==> src/rtl/jtag_tap_ctrl.sv <==
// jtag_tap_ctrl: IEEE 1149.1-style TAP controller with IR, instruction decode,
// BYPASS/IDCODE registers and the registered TDO mux. Optional IDCODE: TAP_IDCODE_EN.
module jtag_tap_ctrl #(
    parameter int                  IR_WIDTH     = 4,
    parameter logic [31:0]         IDCODE_VAL   = 32'h1000_0001,
    parameter logic [IR_WIDTH-1:0] INSTR_IDCODE = 4'b0001,
    parameter logic [IR_WIDTH-1:0] INSTR_USER   = 4'b0010
) (
    input  logic                TCLK,
    input  logic                TRESETN,
    input  logic                TMS,
    input  logic                TDI,
    input  logic                UserSO,
    output logic                CaptureDR,
    output logic                ShiftDR,
    output logic                UpdateDR,
    output logic                UserEn,
    output logic                UserSI,
    output logic                TDO,
    output logic                TDO_OE,
    output logic [IR_WIDTH-1:0] IR
);

    // Standard 1149.1 state encodings
    localparam logic [3:0] TLR      = 4'hF;
    localparam logic [3:0] RTI      = 4'hC;
    localparam logic [3:0] SEL_DR   = 4'h7;
    localparam logic [3:0] CAP_DR   = 4'h6;
    localparam logic [3:0] SH_DR    = 4'h2;
    localparam logic [3:0] EX1_DR   = 4'h1;
    localparam logic [3:0] PAUSE_DR = 4'h3;
    localparam logic [3:0] EX2_DR   = 4'h0;
    localparam logic [3:0] UPD_DR   = 4'h5;
    localparam logic [3:0] SEL_IR   = 4'h4;
    localparam logic [3:0] CAP_IR   = 4'hE;
    localparam logic [3:0] SH_IR    = 4'hA;
    localparam logic [3:0] EX1_IR   = 4'h9;
    localparam logic [3:0] PAUSE_IR = 4'hB;
    localparam logic [3:0] EX2_IR   = 4'h8;
    localparam logic [3:0] UPD_IR   = 4'hD;

    localparam logic [IR_WIDTH-1:0] INSTR_BYPASS = '1;
    localparam logic [IR_WIDTH-1:0] IR_CAPTURE   =
        {{(IR_WIDTH-2){1'b0}}, 2'b01};

`ifdef TAP_IDCODE_EN
    localparam logic [IR_WIDTH-1:0] IR_RESET = INSTR_IDCODE;
`else
    localparam logic [IR_WIDTH-1:0] IR_RESET = INSTR_BYPASS;
`endif

    logic [3:0]          state;
    logic [3:0]          state_nxt;
    logic [IR_WIDTH-1:0] ir_sr;
    logic                bypass_q;
    logic                in_cap_dr;
    logic                in_sh_dr;
    logic                in_upd_dr;
    logic                in_cap_ir;
    logic                in_sh_ir;
    logic                in_upd_ir;
    logic                in_tlr;
    logic                sel_user;
    logic                sel_idcode;
    logic                sel_bypass;
    logic                idcode_so;
    logic                tdo_mux;

    // TAP state register
    always_ff @(posedge TCLK or negedge TRESETN) begin
        if (!TRESETN) begin
            state <= TLR;
        end else begin
            state <= state_nxt;
        end
    end

    // Next-state function driven by TMS
    always_comb begin
        state_nxt = TLR;
        case (state)
            TLR:      state_nxt = TMS ? TLR      : RTI;
            RTI:      state_nxt = TMS ? SEL_DR   : RTI;
            SEL_DR:   state_nxt = TMS ? SEL_IR   : CAP_DR;
            CAP_DR:   state_nxt = TMS ? EX1_DR   : SH_DR;
            SH_DR:    state_nxt = TMS ? EX1_DR   : SH_DR;
            EX1_DR:   state_nxt = TMS ? UPD_DR   : PAUSE_DR;
            PAUSE_DR: state_nxt = TMS ? EX2_DR   : PAUSE_DR;
            EX2_DR:   state_nxt = TMS ? UPD_DR   : SH_DR;
            UPD_DR:   state_nxt = TMS ? SEL_DR   : RTI;
            SEL_IR:   state_nxt = TMS ? TLR      : CAP_IR;
            CAP_IR:   state_nxt = TMS ? EX1_IR   : SH_IR;
            SH_IR:    state_nxt = TMS ? EX1_IR   : SH_IR;
            EX1_IR:   state_nxt = TMS ? UPD_IR   : PAUSE_IR;
            PAUSE_IR: state_nxt = TMS ? EX2_IR   : PAUSE_IR;
            EX2_IR:   state_nxt = TMS ? UPD_IR   : SH_IR;
            UPD_IR:   state_nxt = TMS ? SEL_DR   : RTI;
            default:  state_nxt = TLR;
        endcase
    end

    assign in_tlr    = (state == TLR);
    assign in_cap_dr = (state == CAP_DR);
    assign in_sh_dr  = (state == SH_DR);
    assign in_upd_dr = (state == UPD_DR);
    assign in_cap_ir = (state == CAP_IR);
    assign in_sh_ir  = (state == SH_IR);
    assign in_upd_ir = (state == UPD_IR);

    // Ungated Moore decodes; the TDR qualifies them with UserEn
    assign CaptureDR = in_cap_dr;
    assign ShiftDR   = in_sh_dr;
    assign UpdateDR  = in_upd_dr;
    assign UserSI    = TDI;

    assign sel_user   = (IR == INSTR_USER);
    assign UserEn     = sel_user;
    assign sel_bypass = !sel_user && !sel_idcode;

    // IR shift register: capture fixed pattern, shift LSB-first
    always_ff @(posedge TCLK or negedge TRESETN) begin
        if (!TRESETN) begin
            ir_sr <= '0;
        end else if (in_cap_ir) begin
            ir_sr <= IR_CAPTURE;
        end else if (in_sh_ir) begin
            ir_sr <= {TDI, ir_sr[IR_WIDTH-1:1]};
        end
    end

    // Instruction latch changes only on the falling edge in UpdIR or TLR
    always_ff @(negedge TCLK or negedge TRESETN) begin
        if (!TRESETN) begin
            IR <= IR_RESET;
        end else if (in_tlr) begin
            IR <= IR_RESET;
        end else if (in_upd_ir) begin
            IR <= ir_sr;
        end
    end

    // One-bit BYPASS register, cleared on capture
    always_ff @(posedge TCLK or negedge TRESETN) begin
        if (!TRESETN) begin
            bypass_q <= 1'b0;
        end else if (in_cap_dr) begin
            bypass_q <= 1'b0;
        end else if (in_sh_dr && sel_bypass) begin
            bypass_q <= TDI;
        end
    end

`ifdef TAP_IDCODE_EN
    logic [31:0] idcode_sr;

    assign sel_idcode = (IR == INSTR_IDCODE);
    assign idcode_so  = idcode_sr[0];

    // IDCODE register: load on capture, shift LSB-first when selected
    always_ff @(posedge TCLK or negedge TRESETN) begin
        if (!TRESETN) begin
            idcode_sr <= IDCODE_VAL;
        end else if (in_cap_dr) begin
            idcode_sr <= IDCODE_VAL;
        end else if (in_sh_dr && sel_idcode) begin
            idcode_sr <= {TDI, idcode_sr[31:1]};
        end
    end
`else
    // No IDCODE register: its opcode falls through to BYPASS
    logic unused_cfg;

    assign sel_idcode = 1'b0;
    assign idcode_so  = 1'b0;
    assign unused_cfg = ^{IDCODE_VAL, INSTR_IDCODE};
`endif

    // Serial source select for the active shift path
    always_comb begin
        tdo_mux = bypass_q;
        priority case (1'b1)
            in_sh_ir:   tdo_mux = ir_sr[0];
            sel_user:   tdo_mux = UserSO;
            sel_idcode: tdo_mux = idcode_so;
            default:    tdo_mux = bypass_q;
        endcase
    end

    // Registered TDO on the falling edge; holds while not shifting
    always_ff @(negedge TCLK or negedge TRESETN) begin
        if (!TRESETN) begin
            TDO    <= 1'b0;
            TDO_OE <= 1'b0;
        end else if (in_sh_ir || in_sh_dr) begin
            TDO    <= tdo_mux;
            TDO_OE <= 1'b1;
        end else begin
            TDO_OE <= 1'b0;
        end
    end

endmodule

==> config.mk <==
export PLATFORM = sky130hd
export DESIGN_NAME = jtag_tap_ctrl
export DESIGN_NICKNAME = d
export VERILOG_FILES = /design/src/rtl/jtag_tap_ctrl.sv
export SDC_FILE = /design/constraint.sdc
export NUM_CORES = 1
export LEC_CHECK = 0
export CORE_ASPECT_RATIO = 0.75
export CORE_MARGIN = 2
export CORE_UTILIZATION = 44
export DETAILED_ROUTE_END_ITERATION = 8
export GPL_TIMING_DRIVEN = 1
export PLACE_DENSITY = 0.8
export SYNTH_ARGS = -nofsm -noshare
export SYNTH_HDL_FRONTEND = slang
export SYNTH_SLANG_ARGS = --single-unit
==> constraint.sdc <==
create_clock -name TCLK -period 1.3 [get_ports TCLK]
set_input_delay 0.13 -clock TCLK [delete_from_list [all_inputs] [get_ports TCLK]]
set_output_delay 0.13 -clock TCLK [all_outputs]
set_load 0.005 [all_outputs]
==> reports/qor.txt, run 1 <==
outcome: complete, but fails checks
failing checks: setup timing
Starting Density: 45.9%
Worst VDD drop: 1.70 mV
largest net degree at the start of global routing: 10
full die area: 2120 um2
GRT overflow: 0
I/O pin count: 16
Post-synth EDFFs: 0
cell with the most instances after synthesis: nand2_1
Placer Congestion: 0.763
worst path setup slack after routing: -0.832 ns
Multi-input gate area: 432 um2
drt drc: 0
Routed Antenna Nets: 0
vias in the first global route: 687
Slew @ Worst Pin: 0.267 ns
Layout Nets: 137
H-tree Lvls: 1
Slew HR: 82.0%
Worst Skew: 0.0810 ns
RSZ-0062 raised after global routing: yes
critical path capture point type: primary output
Startpoint Class: flop
hold buffer count at CTS: 0
Area after DPL: 1090 um2
max-cap violation count: 0
register area: 385 um2
worst path cell trace: buf_12 > nor4b_4 > buf_2
Slew Viols, Final: 0
syn_nets: 83
Filler cells: 84
Total Neg Setup Slack: -7.90 ns
Finished Core Util: 82.2%
first-pass GRT wire length: 3270 um
Lkg Pwr: 0.668 nW
Total Routing Usage GR: 23.1%
detailed placer's ending HPWL: 1320 um
Die W: 52.5 um
Clk Latency, worst-skew pair: 0.38 ns
PD cells: 2700 nW/um2
post-route cell area: 1390 um2
Via density: 5.14
Routed WL per cell: 16.0 um
DRT Pass-1 Iters: 4
CTS Sinks: 15
Seq/Total Area, Yosys: 49.7%
root buffer cell: clkbuf_4
clock network power share: 12.3%
share of cells above drive strength 1: 60.3%
antenna fix cells: 0
logic gate share of total power: 62.3%
worst path arrival time: 2.00 ns
# setup viols final: 20
cell count after synthesis: 78
Synth top area share: 27.1%
Slowest-stage cell, CP: dfstp_2
CTS tree: done
TritonCTS Buffers: 3
final WL: 2450 um
worst min path class: in2async
initial antenna violation count: 0
slowest stage delay, CP: 0.38 ns
synth top area cells: dfstp_2 27%, dfrtp_1 16%, o21ai_0 7.1%
buffers and inverters on the worst path: 2
critical path data required time: 1.17 ns
port bufs: 15
asr flop ratio synth: 100%
top post-synthesis cells by count: 13 x nand2_1, 11 x o21ai_0, 8 x dfstp_2
post-synthesis instance area: 776 um2
Seq pwr share: 25.3%
Top delay family on crit path: flip-flops
Distinct cells, synth: 31
FP Rows: 13
worst-path maximum fanout: 2
post-synth top area cell: dfstp_2
net switching power: 1.37 mW
Avg Cell Area, Syn: 9.95 um2
Die Ht: 40.4 um
Sw Ratio: 36.6%
DR iter-0 viols: 16
warnings from Yosys: 0
Setup Crit Path Kind: reg2out
CTS Buffer Depth: 2
core area: 1690 um2
Final Hold Vio Count: 0
Area Overhead vs Synth: 79.2%
CTS clk-pin slew, worst paths: 0.11 ns
top_reg_cell synth: dfstp_2
DR vias: 786
Seq cells post-synth: 15
total internal power: 2.38 mW
==> cell usage in the layout, fill, tap and decap left out, types with 2 or more instances in the layout <==
| master | n |
|---|---|
| nand2b_1 | 3 |
| dfrtp_1 | 5 |
| nand3b_1 | 2 |
| o21ai_0 | 3 |
| clkbuf_4 | 3 |
| buf_4 | 22 |
| buf_12 | 2 |
| o21ai_1 | 5 |
| nand2_2 | 3 |
| o21ai_2 | 3 |
| nand2_1 | 10 |
| buf_6 | 17 |
| a21o_1 | 2 |
| clkdlybuf4s50_1 | 5 |
| nor3b_4 | 2 |
| dfstp_2 | 8 |
| nor2_1 | 5 |
| inv_1 | 6 |
| dfrtn_1 | 2 |
| buf_2 | 5 |
==> stage by stage <==
step / hold WS, ns / instances / setup slack [ns] / total power, mW
after floorplan: -0.166 / 78 / -0.514 / 1.75
after global placement: 0.493 / 130 / -0.721 / 2.35
after detailed placement: 0.505 / 130 / -0.772 / 2.40
after CTS: 0.275 / 147 / -0.781 / 3.26
after global routing: 0.305 / 153 / -0.879 / 3.96
final: 0.286 / 153 / -0.832 / 3.75
==> worst reg2reg max path, cell delays in order (launching register included) <==
cell	delay (ns)
dfstp_2	0.56
buf_12	0.11
nor4b_4	0.04
buf_4	0.15
or3_4	0.33
o211ai_2	0.14
==> final cells by class <==
type / count / area share (%)
Timing Repair Buffer: 51 / 33.9
Multi-Input combinational cell: 54 / 31.1
Sequential cell: 15 / 27.7
Clock buffer: 4 / 3.42
Tap cell: 22 / 1.98
Clock inverter: 4 / 1.08
Inverter: 3 / 0.810
==> sequential cells by signal, indices dropped and copies added, names as in the netlist <==
| register | flops |
|---|---|
| TDO | 1 |
| TDO_OE | 1 |
| state | 4 |
| bypass_q | 1 |
| IR | 4 |
| ir_sr | 4 |
==> path summary, 6_finish.rpt <==
kind / slack, ns / depth (start not counted) / startpoint / to
min: 0.29 / 3 / TRESETN / ir_sr[0]$_DFFE_PN0N_
min in group TCLK: 0.52 / 3 / TMS / state[1]$_DFF_PN1_
max reg2reg: -0.80 / 5 / IR[0]$_DFFE_NN1P_ / bypass_q$_DFFE_PN0P_
max in group asynchronous: 0.37 / 2 / TRESETN / IR[3]$_DFFE_NN1P_
max: -0.83 / 3 / IR[0]$_DFFE_NN1P_ / UserEn
min reg2reg: 0.53 / 2 / ir_sr[2]$_DFFE_PN0N_ / ir_sr[2]$_DFFE_PN0N_
==> kinds of logic after synthesis <==
kind of cell,count (synthesis),synth area share (%)
compound gates,19,15.2
buf+inv,9,6.13
flops,15,49.7
mux,3,4.68
simple gates,32,24.4
==> timing repair <==
item                       4_1_cts  5_1_grt
buffers inserted                10        9
resized for setup               64       16
setup endpoints to repair       20       23
pin swaps                        6        6
==> power by group through the flow <==
| stage | clock network (mW) | registers [mW] | logic, mW |
|---|---|---|---|
| after floorplan | 0.0239 | 0.954 | 0.771 |
| after global placement | 0.0239 | 0.955 | 1.37 |
| after detailed placement | 0.0239 | 0.978 | 1.39 |
| after CTS | 0.454 | 0.923 | 1.88 |
| after global routing | 0.501 | 0.971 | 2.49 |
| final | 0.463 | 0.950 | 2.34 |
==> layer usage <==
metal  global-route usage (%)  vias to the layer above  part of all wire (%)
met4                     6.41                        0                   4.5
li1                         -                      369                     -
met2                     37.5                       30                    46
met3                     7.84                       13                   6.0
met5                        0                        -                     0
met1                     29.9                      374                    43
Power figures use the tool's default switching activity.
==> run 2: changes to the inputs <==
--- a/config.mk
+++ b/config.mk
@@ -10,7 +10,9 @@
 export CORE_UTILIZATION = 44
 export DETAILED_ROUTE_END_ITERATION = 8
 export GPL_TIMING_DRIVEN = 1
-export PLACE_DENSITY = 0.8
+export MAX_ROUTING_LAYER = met4
+export PLACE_DENSITY = 0.77
+export SLEW_MARGIN = 20
 export SYNTH_ARGS = -nofsm -noshare
 export SYNTH_HDL_FRONTEND = slang
 export SYNTH_SLANG_ARGS = --single-unit
==> reports/qor.txt, run 2 (synthesis gave the netlist of run 1 again) <==
Slew HR: 79.0%
Setup Crit Path Kind: reg2reg
CTS Sinks: 15
root buffer cell: clkbuf_4
Startpoint Class: flop
GRT overflow: 0
Design Power: 3.84 mW
Slowest-stage cell, CP: dfstp_2
# setup viols final: 24
final WL: 2750 um
Area Overhead vs Synth: 83.5%
worst-path maximum fanout: 2
origin of the critical flop-to-flop path: IR[2]$_DFFE_NN1P_
worst path cell trace: buf_6 > nor4b_4 > buf_4 > or3_4 > o211ai_2
antenna fix cells: 0
H-tree Lvls: 1
non-filler instance count after layout: 156
initial antenna violation count: 0
Lkg Pwr: 0.688 nW
largest net degree at the start of global routing: 10
DR iter-0 viols: 24
Routed Antenna Nets: 0
critical path capture point type: flop
Clk Latency, worst-skew pair: 0.38 ns
RSZ-0062 raised after global routing: yes
share of cells above drive strength 1: 64.2%
vias in the first global route: 775
failing checks: setup timing
FP Rows: 13
Slew @ Worst Pin: 0.314 ns
max-cap violation count: 0
CTS clk-pin slew, worst paths: 0.10 ns
Critical path origin: IR[2]$_DFFE_NN1P_
worst path arrival time: 2.34 ns
core area: 1690 um2
Top Registers: IR (4), ir_sr (4), state (4)
critical path data required time: 1.53 ns
global-route met2 utilization: 46.9%
worst path setup slack after routing: -0.812 ns
I/O pin count: 16
detailed placer's ending HPWL: 1330 um
TritonCTS Buffers: 3
commonest cells after routing, fill and taps aside: 21 x buf_6, 21 x buf_4, 9 x nand2_1, 8 x dfstp_2
CTS tree: done
gr busiest metal: met2
Routed WL per cell: 17.6 um
port bufs: 15
Total Routing Usage GR: 26.1%
Die Ht: 40.4 um
DRT Pass-1 Iters: 4
DR vias: 827
Worst VDD drop: 1.77 mV
Layout Nets: 140
met3 Resource Use GR: 8.21%
outcome: complete, but fails checks
Slew Viols, Final: 0
full die area: 2120 um2
drt drc: 0
Placed Cells: 134
Starting Density: 45.9%
Placer Congestion: 0.832
slowest stage delay, CP: 0.56 ns
Final Hold Vio Count: 0
CTS Buffer Depth: 2
PD cells: 2700 nW/um2
Die W: 52.5 um
grt met1 use: 29.7%
first-pass GRT wire length: 3620 um
worst min path class: in2async
Worst Skew: 0.0860 ns
Via density: 5.30
run 2: cell types whose count changed in the layout (fill, tap and decap cells not counted), sizes merged:
| cell | change |
|---|---|
| buf | +3 |
run 2: final cells by class:
| cell class | count | area (um2) |
|---|---|---|
| multi-input cells | 54 | 469 |
| repair buffers | 54 | 479 |
| flip-flops and latches | 15 | 385 |
| inverters | 3 | 11.3 |
| clock inverters | 4 | 15.0 |
| clock buffers | 4 | 36.3 |
| well taps | 22 | 27.5 |
| fillers | 85 | 268 |
run 2: what timing repair did:
item	in CTS	in global routing
resized for setup	72	22
pin swaps	13	9
hold buffers	0	0
setup buffers	13	7
endpoints found under the setup margin	23	25
run 2: per-layer routing:
layer / vias to the layer above / wire length, um
met1: 401 / 1110
li1: 379 / -
met2: 39 / 1410
met4: 0 / 73
met5: - / 0
met3: 8 / 159
run 2: worst paths after layout:
path / to / cells past startpoint / slack [ns]
min reg2reg: IR[3]$_DFFE_NN1P_ / 3 / 0.60
max: bypass_q$_DFFE_PN0P_ / 5 / -0.81
min: ir_sr[0]$_DFFE_PN0N_ / 3 / 0.23
min in group TCLK: state[1]$_DFF_PN1_ / 3 / 0.50
max reg2reg: bypass_q$_DFFE_PN0P_ / 5 / -0.81
max in group asynchronous: TDO_OE$_DFF_NN0_ / 3 / 0.37
run 2: worst max-delay path, delay by kind of cell, from the launching register on:
| kind | cells | cell delay (ns) |
|---|---|---|
| compound gates | 1 | 0.14 |
| flops | 1 | 0.56 |
| buf+inv | 2 | 0.24 |
| simple gates | 2 | 0.37 |
run 2: power breakdown:
part           leakage, nW  switching (mW)  internal [mW]  total (mW)
Sequential           0.176           0.189          0.766       0.955
Combinational        0.469            1.08           1.39        2.46
Clock               0.0423           0.232          0.188       0.420
Total                0.688            1.50           2.34        3.84
run 2: through the flow:
| step | setup slack [ns] | setup TNS (ns) | hold slack [ns] | util, % | instance area, um2 |
|---|---|---|---|---|---|
| final | -0.812 | -8.51 | 0.231 | 84.2 | 1420 |
| after global placement | -0.722 | -7.52 | 0.493 | 66.2 | 1120 |
| after global routing | -0.848 | -9.28 | 0.240 | 84.2 | 1420 |
| after CTS | -0.755 | -8.13 | 0.224 | 79.1 | 1340 |
| after floorplan | -0.514 | -2.84 | -0.166 | - | 805 |
| after detailed placement | -0.739 | -7.84 | 0.491 | 66.2 | 1120 |
